===== config.mk =====
export PLATFORM = sky130hd
export DESIGN_NAME = demux_1x2_8bit_stream
export DESIGN_NICKNAME = d
export VERILOG_FILES = /design/src/rtl/demux_pkg.sv /design/src/rtl/sync_fifo_8bit.sv /design/src/rtl/demux_1x2_8bit_stream.sv
export SDC_FILE = /design/constraint.sdc
export NUM_CORES = 1
export LEC_CHECK = 0
export ABC_AREA = 0
export CAP_MARGIN = 25
export CORE_ASPECT_RATIO = 1.5
export CORE_MARGIN = 2
export CORE_UTILIZATION = 40
export DETAILED_ROUTE_END_ITERATION = 7
export PLACE_DENSITY = 0.68
export REMOVE_ABC_BUFFERS = 1
export SLEW_MARGIN = 10
export SYNTH_ARGS = -nofsm -noshare
export SYNTH_HDL_FRONTEND = slang
export SYNTH_SLANG_ARGS = --single-unit

===== constraint.sdc =====
create_clock -name clk -period 3.2 [get_ports clk]
set_clock_uncertainty 0.2 [all_clocks]
set_input_delay 0.32 -clock clk [delete_from_list [all_inputs] [get_ports clk]]
set_output_delay 0.32 -clock clk [all_outputs]
set_load 0.02 [all_outputs]

===== src/rtl/demux_pkg.sv =====
// Shared types and defaults for the 1-to-2 streaming byte demultiplexer.
package demux_pkg;

  localparam int DEMUX_WIDTH = 8;
  localparam int DEMUX_DEPTH = 2;

  typedef enum logic {
    DEST_A = 1'b0,
    DEST_B = 1'b1
  } dest_e;

  typedef logic [7:0] byte_t;

endpackage


===== src/rtl/sync_fifo_8bit.sv =====
// Small synchronous FIFO with registered storage; dout is the head entry, muxed by the read pointer.
module sync_fifo_8bit
  import demux_pkg::*;
#(
  parameter int WIDTH = DEMUX_WIDTH,
  parameter int DEPTH = DEMUX_DEPTH
) (
  input  logic                     clk,
  input  logic                     rst,
  input  logic                     push,
  input  logic [WIDTH-1:0]         din,
  input  logic                     pop,
  output logic                     full,
  output logic                     empty,
  output logic [$clog2(DEPTH):0]   count,
  output logic [WIDTH-1:0]         dout
);

  localparam int PTR_W = $clog2(DEPTH);
  localparam int CNT_W = PTR_W + 1;

  logic [WIDTH-1:0] mem [DEPTH];
  logic [PTR_W-1:0] wr_ptr;
  logic [PTR_W-1:0] rd_ptr;
  logic             do_push;
  logic             do_pop;

  // Guarding here keeps the FIFO safe even if a caller ignores full/empty.
  assign do_push = push && !full;
  assign do_pop  = pop && !empty;

  assign full  = (count == CNT_W'(DEPTH));
  assign empty = (count == '0);
  assign dout  = mem[rd_ptr];

  // DEPTH is a power of two, so natural pointer overflow gives the wrap.
  always_ff @(posedge clk) begin
    if (rst) begin
      wr_ptr <= '0;
      rd_ptr <= '0;
      count  <= '0;
      for (int i = 0; i < DEPTH; i++) begin
        mem[i] <= '0;
      end
    end else begin
      if (do_push) begin
        mem[wr_ptr] <= din;
        wr_ptr      <= wr_ptr + PTR_W'(1);
      end
      if (do_pop) begin
        rd_ptr <= rd_ptr + PTR_W'(1);
      end
      count <= count + CNT_W'(do_push) - CNT_W'(do_pop);
    end
  end

endmodule


===== src/rtl/demux_1x2_8bit_stream.sv =====
// Streaming 1-to-2 byte demultiplexer: routes each accepted byte by in_sel into per-output FIFOs.
module demux_1x2_8bit_stream
  import demux_pkg::*;
#(
  parameter int WIDTH = DEMUX_WIDTH,
  parameter int DEPTH = DEMUX_DEPTH
) (
  input  logic                   clk,
  input  logic                   rst,
  input  logic                   in_valid,
  output logic                   in_ready,
  input  logic                   in_sel,
  input  logic [WIDTH-1:0]       in_data,
  output logic                   a_valid,
  input  logic                   a_ready,
  output logic [WIDTH-1:0]       a_data,
  output logic                   b_valid,
  input  logic                   b_ready,
  output logic [WIDTH-1:0]       b_data,
  output logic [$clog2(DEPTH):0] a_count,
  output logic [$clog2(DEPTH):0] b_count
);

  dest_e dest;
  logic  full_a;
  logic  full_b;
  logic  empty_a;
  logic  empty_b;
  logic  push_a;
  logic  push_b;
  logic  pop_a;
  logic  pop_b;

  assign dest = dest_e'(in_sel);

  // Readiness looks only at registered fullness, never at the consumers' ready.
  assign in_ready = (dest == DEST_B) ? !full_b : !full_a;

  assign push_a = in_valid && in_ready && (dest == DEST_A);
  assign push_b = in_valid && in_ready && (dest == DEST_B);
  assign pop_a  = a_valid && a_ready;
  assign pop_b  = b_valid && b_ready;

  assign a_valid = !empty_a;
  assign b_valid = !empty_b;

  sync_fifo_8bit #(.WIDTH(WIDTH), .DEPTH(DEPTH)) fifo_a (
    .clk   (clk),
    .rst   (rst),
    .push  (push_a),
    .din   (in_data),
    .pop   (pop_a),
    .full  (full_a),
    .empty (empty_a),
    .count (a_count),
    .dout  (a_data)
  );

  sync_fifo_8bit #(.WIDTH(WIDTH), .DEPTH(DEPTH)) fifo_b (
    .clk   (clk),
    .rst   (rst),
    .push  (push_b),
    .din   (in_data),
    .pop   (pop_b),
    .full  (full_b),
    .empty (empty_b),
    .count (b_count),
    .dout  (b_data)
  );

  // A stalled producer must not retarget its byte while still offering it.
  sel_stable_while_stalled: assert property (
    @(posedge clk) disable iff (rst)
      (in_valid && !in_ready) |=> (!in_valid || $stable(in_sel))
  );

endmodule


==> impl_results.html <==
<table>
<tr><th>Metric</th><th>Value</th></tr>
<tr><th colspan="2">Pwr</th></tr>
<tr><td>Total design power</td><td>around 1800 uW</td></tr>
<tr><td>Standby leakage power</td><td>roughly 0.00098 uW</td></tr>
<tr><td>Clock network fraction of design power</td><td>a little over a quarter</td></tr>
<tr><td>IR Drop Worst-Case VDD</td><td>between 0.4 and 0.5 mV</td></tr>
<tr><td>Power density of the placed cells</td><td>~700 nW/um^2</td></tr>
<tr><td>Cell internal power dissipation</td><td>approximately 1300 uW</td></tr>
<tr><td>Share of total power in sequential cells</td><td>around two fifths</td></tr>
<tr><td>Combinational power share</td><td>roughly 32%</td></tr>
<tr><td>Switching fraction of total power</td><td>between 20% and 30%</td></tr>
<tr><td>Power dissipated by switching net loads</td><td>510 uW</td></tr>
<tr><th colspan="2">Clock tree</th></tr>
<tr><td>Hold-fix buffer count after cts</td><td>0</td></tr>
<tr><td>Clock network latency to the later pin of the worst-skew pair</td><td>approximately 0.29 ns</td></tr>
<tr><td>Clock Root Buffer</td><td>sky130_fd_sc_hd__clkbuf_8</td></tr>
<tr><td>Buffers from clock root to sink, at most</td><td>2</td></tr>
<tr><td>Clock tree from TritonCTS</td><td>done</td></tr>
<tr><td>Number of sinks handled by clock tree synthesis</td><td>between 40 and 50</td></tr>
<tr><td>CTS H-tree lvls</td><td>2</td></tr>
<tr><td>Number of buffers added by the clock tree synthesis step</td><td>5</td></tr>
<tr><td>Clock transition at the register clock pins on the worst setup and hold paths after CTS</td><td>around 0.070 ns</td></tr>
<tr><td>Post-cts resize count</td><td>0</td></tr>
<tr><td>Post-CTS Repair Setup Buffers</td><td>0</td></tr>
<tr><th colspan="2">Floorplan</th></tr>
<tr><td>Starting utilization of the core area</td><td>about two fifths</td></tr>
<tr><td>Die Width</td><td>just over 60 um</td></tr>
<tr><td>Area of the core</td><td>4770 sq um</td></tr>
<tr><td>Top-level port count</td><td>37</td></tr>
<tr><td>Standard-cell rows</td><td>31</td></tr>
<tr><td>Die Outline Area</td><td>roughly 5500 sq um</td></tr>
<tr><td>Die height</td><td>89.8 um</td></tr>
<tr><th colspan="2">Timing</th></tr>
<tr><td>Fmax</td><td>roughly 420 MHz</td></tr>
<tr><td>Final max-slew violation count</td><td>0</td></tr>
<tr><td>Worst slew pin tran</td><td>about 0.75 ns</td></tr>
<tr><td>Crit path setup slack, layout</td><td>0.812 ns</td></tr>
<tr><td>Clock period minus worst slack</td><td>approximately 2.4 ns</td></tr>
<tr><td>Final setup TNS</td><td>0 ns</td></tr>
<tr><td>Crit share post-route</td><td>74.6%</td></tr>
<tr><td>Slew HR</td><td>about 50%</td></tr>
<tr><td>Count of endpoints failing setup in the final report</td><td>0</td></tr>
<tr><td>Unrepaired setup endpoints after global routing</td><td>false</td></tr>
<tr><td>Final Hold Viols</td><td>0</td></tr>
<tr><th colspan="2">Global route</th></tr>
<tr><td>GRT Total Usage</td><td>roughly 15%</td></tr>
<tr><td>Maximum number of pins on one net before global-route repair</td><td>16</td></tr>
<tr><td>Wire length of the first global-routing pass</td><td>about 5.8 mm</td></tr>
<tr><td>GR Overflow Total</td><td>0</td></tr>
<tr><td>Initial antenna violation count</td><td>0</td></tr>
<tr><td>Number of global-route vias before repair</td><td>between 1000 and 1500</td></tr>
<tr><th colspan="2">Synthesis</th></tr>
<tr><td>Leading cell types by total area after synthesis</td><td>sky130_fd_sc_hd__edfxtp_1, sky130_fd_sc_hd__and2_1, sky130_fd_sc_hd__dfxtp_1</td></tr>
<tr><td>Part of the Yosys area used for sequential elements</td><td>approximately three fifths</td></tr>
<tr><td>Synthesized area per cell</td><td>approximately 14 sq um</td></tr>
<tr><td>Area fraction of the dominant cell type after synthesis</td><td>between 40% and 50%</td></tr>
<tr><td>Netlist area before placement</td><td>1960 sq um</td></tr>
<tr><td>Synthesized instance count</td><td>approximately 140</td></tr>
<tr><td>Cell type contributing the most total cell area after synthesis</td><td>sky130_fd_sc_hd__edfxtp_1</td></tr>
<tr><td>Synth unique cells</td><td>26</td></tr>
<tr><td>Warnings from Yosys</td><td>0</td></tr>
<tr><td>Yosys reg bits</td><td>42</td></tr>
<tr><th colspan="2">Placed design</th></tr>
<tr><td>Total of buffers placed on input and output ports</td><td>36</td></tr>
<tr><td>Global placement routability congestion</td><td>0.766</td></tr>
<tr><td>HPWL after detailed placement</td><td>2.61 mm</td></tr>
<tr><td>Post-Place Setup Slack</td><td>roughly 0.74 ns</td></tr>
<tr><td>Placement-stage cell area</td><td>approximately 2400 sq um</td></tr>
<tr><th colspan="2">Hold path</th></tr>
<tr><td>Class of the worst hold path</td><td>flop to flop</td></tr>
<tr><th colspan="2">Status</th></tr>
<tr><td>Status</td><td>finished, final reports clean</td></tr>
<tr><th colspan="2">Final layout</th></tr>
<tr><td>Final cell area excluding filler cells</td><td>between 2000 and 3000 sq um</td></tr>
<tr><td>Number of fill cells in the layout</td><td>just over 400</td></tr>
<tr><td>Sequential cell area</td><td>1160 sq um</td></tr>
<tr><td>Area of the multi-input gates</td><td>around 770 sq um</td></tr>
<tr><td>Area growth from synthesis to layout</td><td>29.1%</td></tr>
<tr><td>Fraction of layout cells with a size suffix above 1</td><td>approximately a fifth</td></tr>
<tr><td>Antenna Diode Count</td><td>0</td></tr>
<tr><td>Layout Nets</td><td>around 200</td></tr>
<tr><th colspan="2">Run</th></tr>
<tr><td>Number of maximum-capacitance constraint violations</td><td>0</td></tr>
<tr><th colspan="2">Drt</th></tr>
<tr><td>First-pass iteration count of the detailed router</td><td>4</td></tr>
<tr><td>Detailed Route Iter0 Violations</td><td>18</td></tr>
<tr><td>Post-detailed-route via-to-cell ratio</td><td>around 4.7</td></tr>
<tr><td>Remaining number of nets flagged by the antenna check after routing</td><td>0</td></tr>
<tr><td>Wire length per cell</td><td>about 14 um</td></tr>
<tr><td>Detailed-route wire length</td><td>~3.5 mm</td></tr>
<tr><td>Post-detailed-route DRC marker count</td><td>0</td></tr>
<tr><td>Via count</td><td>around 1200</td></tr>
<tr><th colspan="2">Critical path</th></tr>
<tr><td>CP Data Arrival Time</td><td>about 1.9 ns</td></tr>
<tr><td>Required time at the worst-slack endpoint</td><td>around 2.7 ns</td></tr>
<tr><td>Setup crit end kind</td><td>primary output</td></tr>
<tr><td>Startpoint type of the worst setup path</td><td>input port</td></tr>
<tr><td>Category of the most critical setup path</td><td>input port to primary output</td></tr>
<tr><td>Maximum fanout along the worst path</td><td>7</td></tr>
</table>
## cell usage after synthesis
cell type and number:
sky130_fd_sc_hd__clkbuf_1 3, sky130_fd_sc_hd__nor3_1 2, sky130_fd_sc_hd__xnor2_1 2, sky130_fd_sc_hd__nor2b_4 2, sky130_fd_sc_hd__nor2b_1 3, sky130_fd_sc_hd__nor4b_4 1
sky130_fd_sc_hd__and2_1 34, sky130_fd_sc_hd__dfxtp_1 10, sky130_fd_sc_hd__mux2i_1 1, sky130_fd_sc_hd__or2_2 4, sky130_fd_sc_hd__ha_1 4, sky130_fd_sc_hd__nand2b_4 1
sky130_fd_sc_hd__a21o_1 1, sky130_fd_sc_hd__nor4bb_4 1, sky130_fd_sc_hd__nor2_1 6, sky130_fd_sc_hd__mux2_2 16, sky130_fd_sc_hd__nor3b_1 1, sky130_fd_sc_hd__inv_1 6
sky130_fd_sc_hd__a21o_2 1, sky130_fd_sc_hd__nand2b_1 2, sky130_fd_sc_hd__o21a_1 2, sky130_fd_sc_hd__o21bai_1 2, sky130_fd_sc_hd__nand3_1 1, sky130_fd_sc_hd__xor2_1 2
sky130_fd_sc_hd__edfxtp_1 32, sky130_fd_sc_hd__nor4_4 2
## critical path, cell delays in order
cell and delay [ns]:
sky130_fd_sc_hd__clkdlybuf4s50_1 0.70, sky130_fd_sc_hd__mux2i_1 0.23, sky130_fd_sc_hd__clkdlybuf4s50_1 0.62
## cell families after synthesis
kind of cell             count (synthesis)  synth area share [%]
AO/OA/AOI/OAI                            6                  2.36
XOR/XNOR                                 4                  1.78
adder cells (fa/ha/maj)                  4                  2.55
buffers and inverters                    9                  1.72
flip-flops                              42                  59.1
multiplexers                            17                  9.69
AND/OR/NAND/NOR                         60                  22.8
## stage by stage
stage / hold WS, ns / instances / util [%]
finish: 0.331 / 250 / 53.1
global route: 0.377 / 250 / 53.1
CTS: 0.332 / 250 / 53.1
detailed placement: 0.313 / 242 / 50.4
global placement: 0.305 / 242 / 50.4
floorplan: 0.192 / 139 / -
## path summary, 6_finish.rpt
| kind | startpoint | to | slack, ns | depth (start not counted) |
|---|---|---|---|---|
| max | in_sel | in_ready | 0.81 | 3 |
| max reg2reg | fifo_b.count[0] | fifo_b.mem[0][6] | 1.28 | 3 |
| min | fifo_b.rd_ptr | flop | 0.33 | 2 |
| min reg2reg | fifo_b.rd_ptr | flop | 0.33 | 2 |
## placed cells by master (no fill, tap or decap)
cell type,count
sky130_fd_sc_hd__a21o_1,1
sky130_fd_sc_hd__a21o_2,1
sky130_fd_sc_hd__and2_1,34
sky130_fd_sc_hd__buf_4,1
sky130_fd_sc_hd__bufinv_16,2
sky130_fd_sc_hd__clkbuf_8,5
sky130_fd_sc_hd__clkdlybuf4s50_1,36
sky130_fd_sc_hd__clkinv_1,1
sky130_fd_sc_hd__dfxtp_1,10
sky130_fd_sc_hd__edfxtp_1,32
sky130_fd_sc_hd__ha_1,4
sky130_fd_sc_hd__inv_1,6
sky130_fd_sc_hd__mux2_2,16
sky130_fd_sc_hd__mux2i_1,1
sky130_fd_sc_hd__nand2b_1,2
sky130_fd_sc_hd__nand2b_4,1
sky130_fd_sc_hd__nand3_1,1
sky130_fd_sc_hd__nor2_1,6
sky130_fd_sc_hd__nor2b_1,3
sky130_fd_sc_hd__nor2b_4,2
sky130_fd_sc_hd__nor3_1,2
sky130_fd_sc_hd__nor3b_1,1
sky130_fd_sc_hd__nor4_4,2
sky130_fd_sc_hd__nor4b_4,1
sky130_fd_sc_hd__nor4bb_4,1
sky130_fd_sc_hd__o21a_1,2
sky130_fd_sc_hd__o21bai_1,2
sky130_fd_sc_hd__or2_2,4
sky130_fd_sc_hd__xnor2_1,2
sky130_fd_sc_hd__xor2_1,2
## per-layer routing
layer	track usage (%)	share of wire [%]	vias up
li1	-	-	573
met1	16.5	38	556
met2	25.0	55	32
met3	3.60	4.9	6
met4	5.43	2.0	0
met5	0	0	-
## power by group through the flow
stage / clock (uW) / combinational, uW / sequential [uW]
3_3_place_gp: 0 / 563 / 741
6_report: 480 / 572 / 734
3_5_place_dp: 0 / 576 / 748
4_1_cts: 482 / 581 / 737
5_1_grt: 512 / 620 / 748
2_1_floorplan: 0 / 331 / 748
## flip-flops by register name, indices dropped and copies added (netlist names), named ones only
name and flops:
fifo_a.count 2, fifo_a.wr_ptr 1, fifo_b.wr_ptr 1, fifo_a.mem 16, fifo_b.count 2, fifo_a.rd_ptr 1
fifo_b.rd_ptr 1, fifo_b.mem 16
## layout make-up
type                       count  area share [%]
sequential                    42            45.8
multi-input combinational     91            30.3
timing repair buffer          37            14.5
tap                           66            3.26
clock buffer                   5            2.71
clock inverter                 3            2.52
inverter                       6           0.888
No activity file was read; power rests on OpenSTA's default activity.
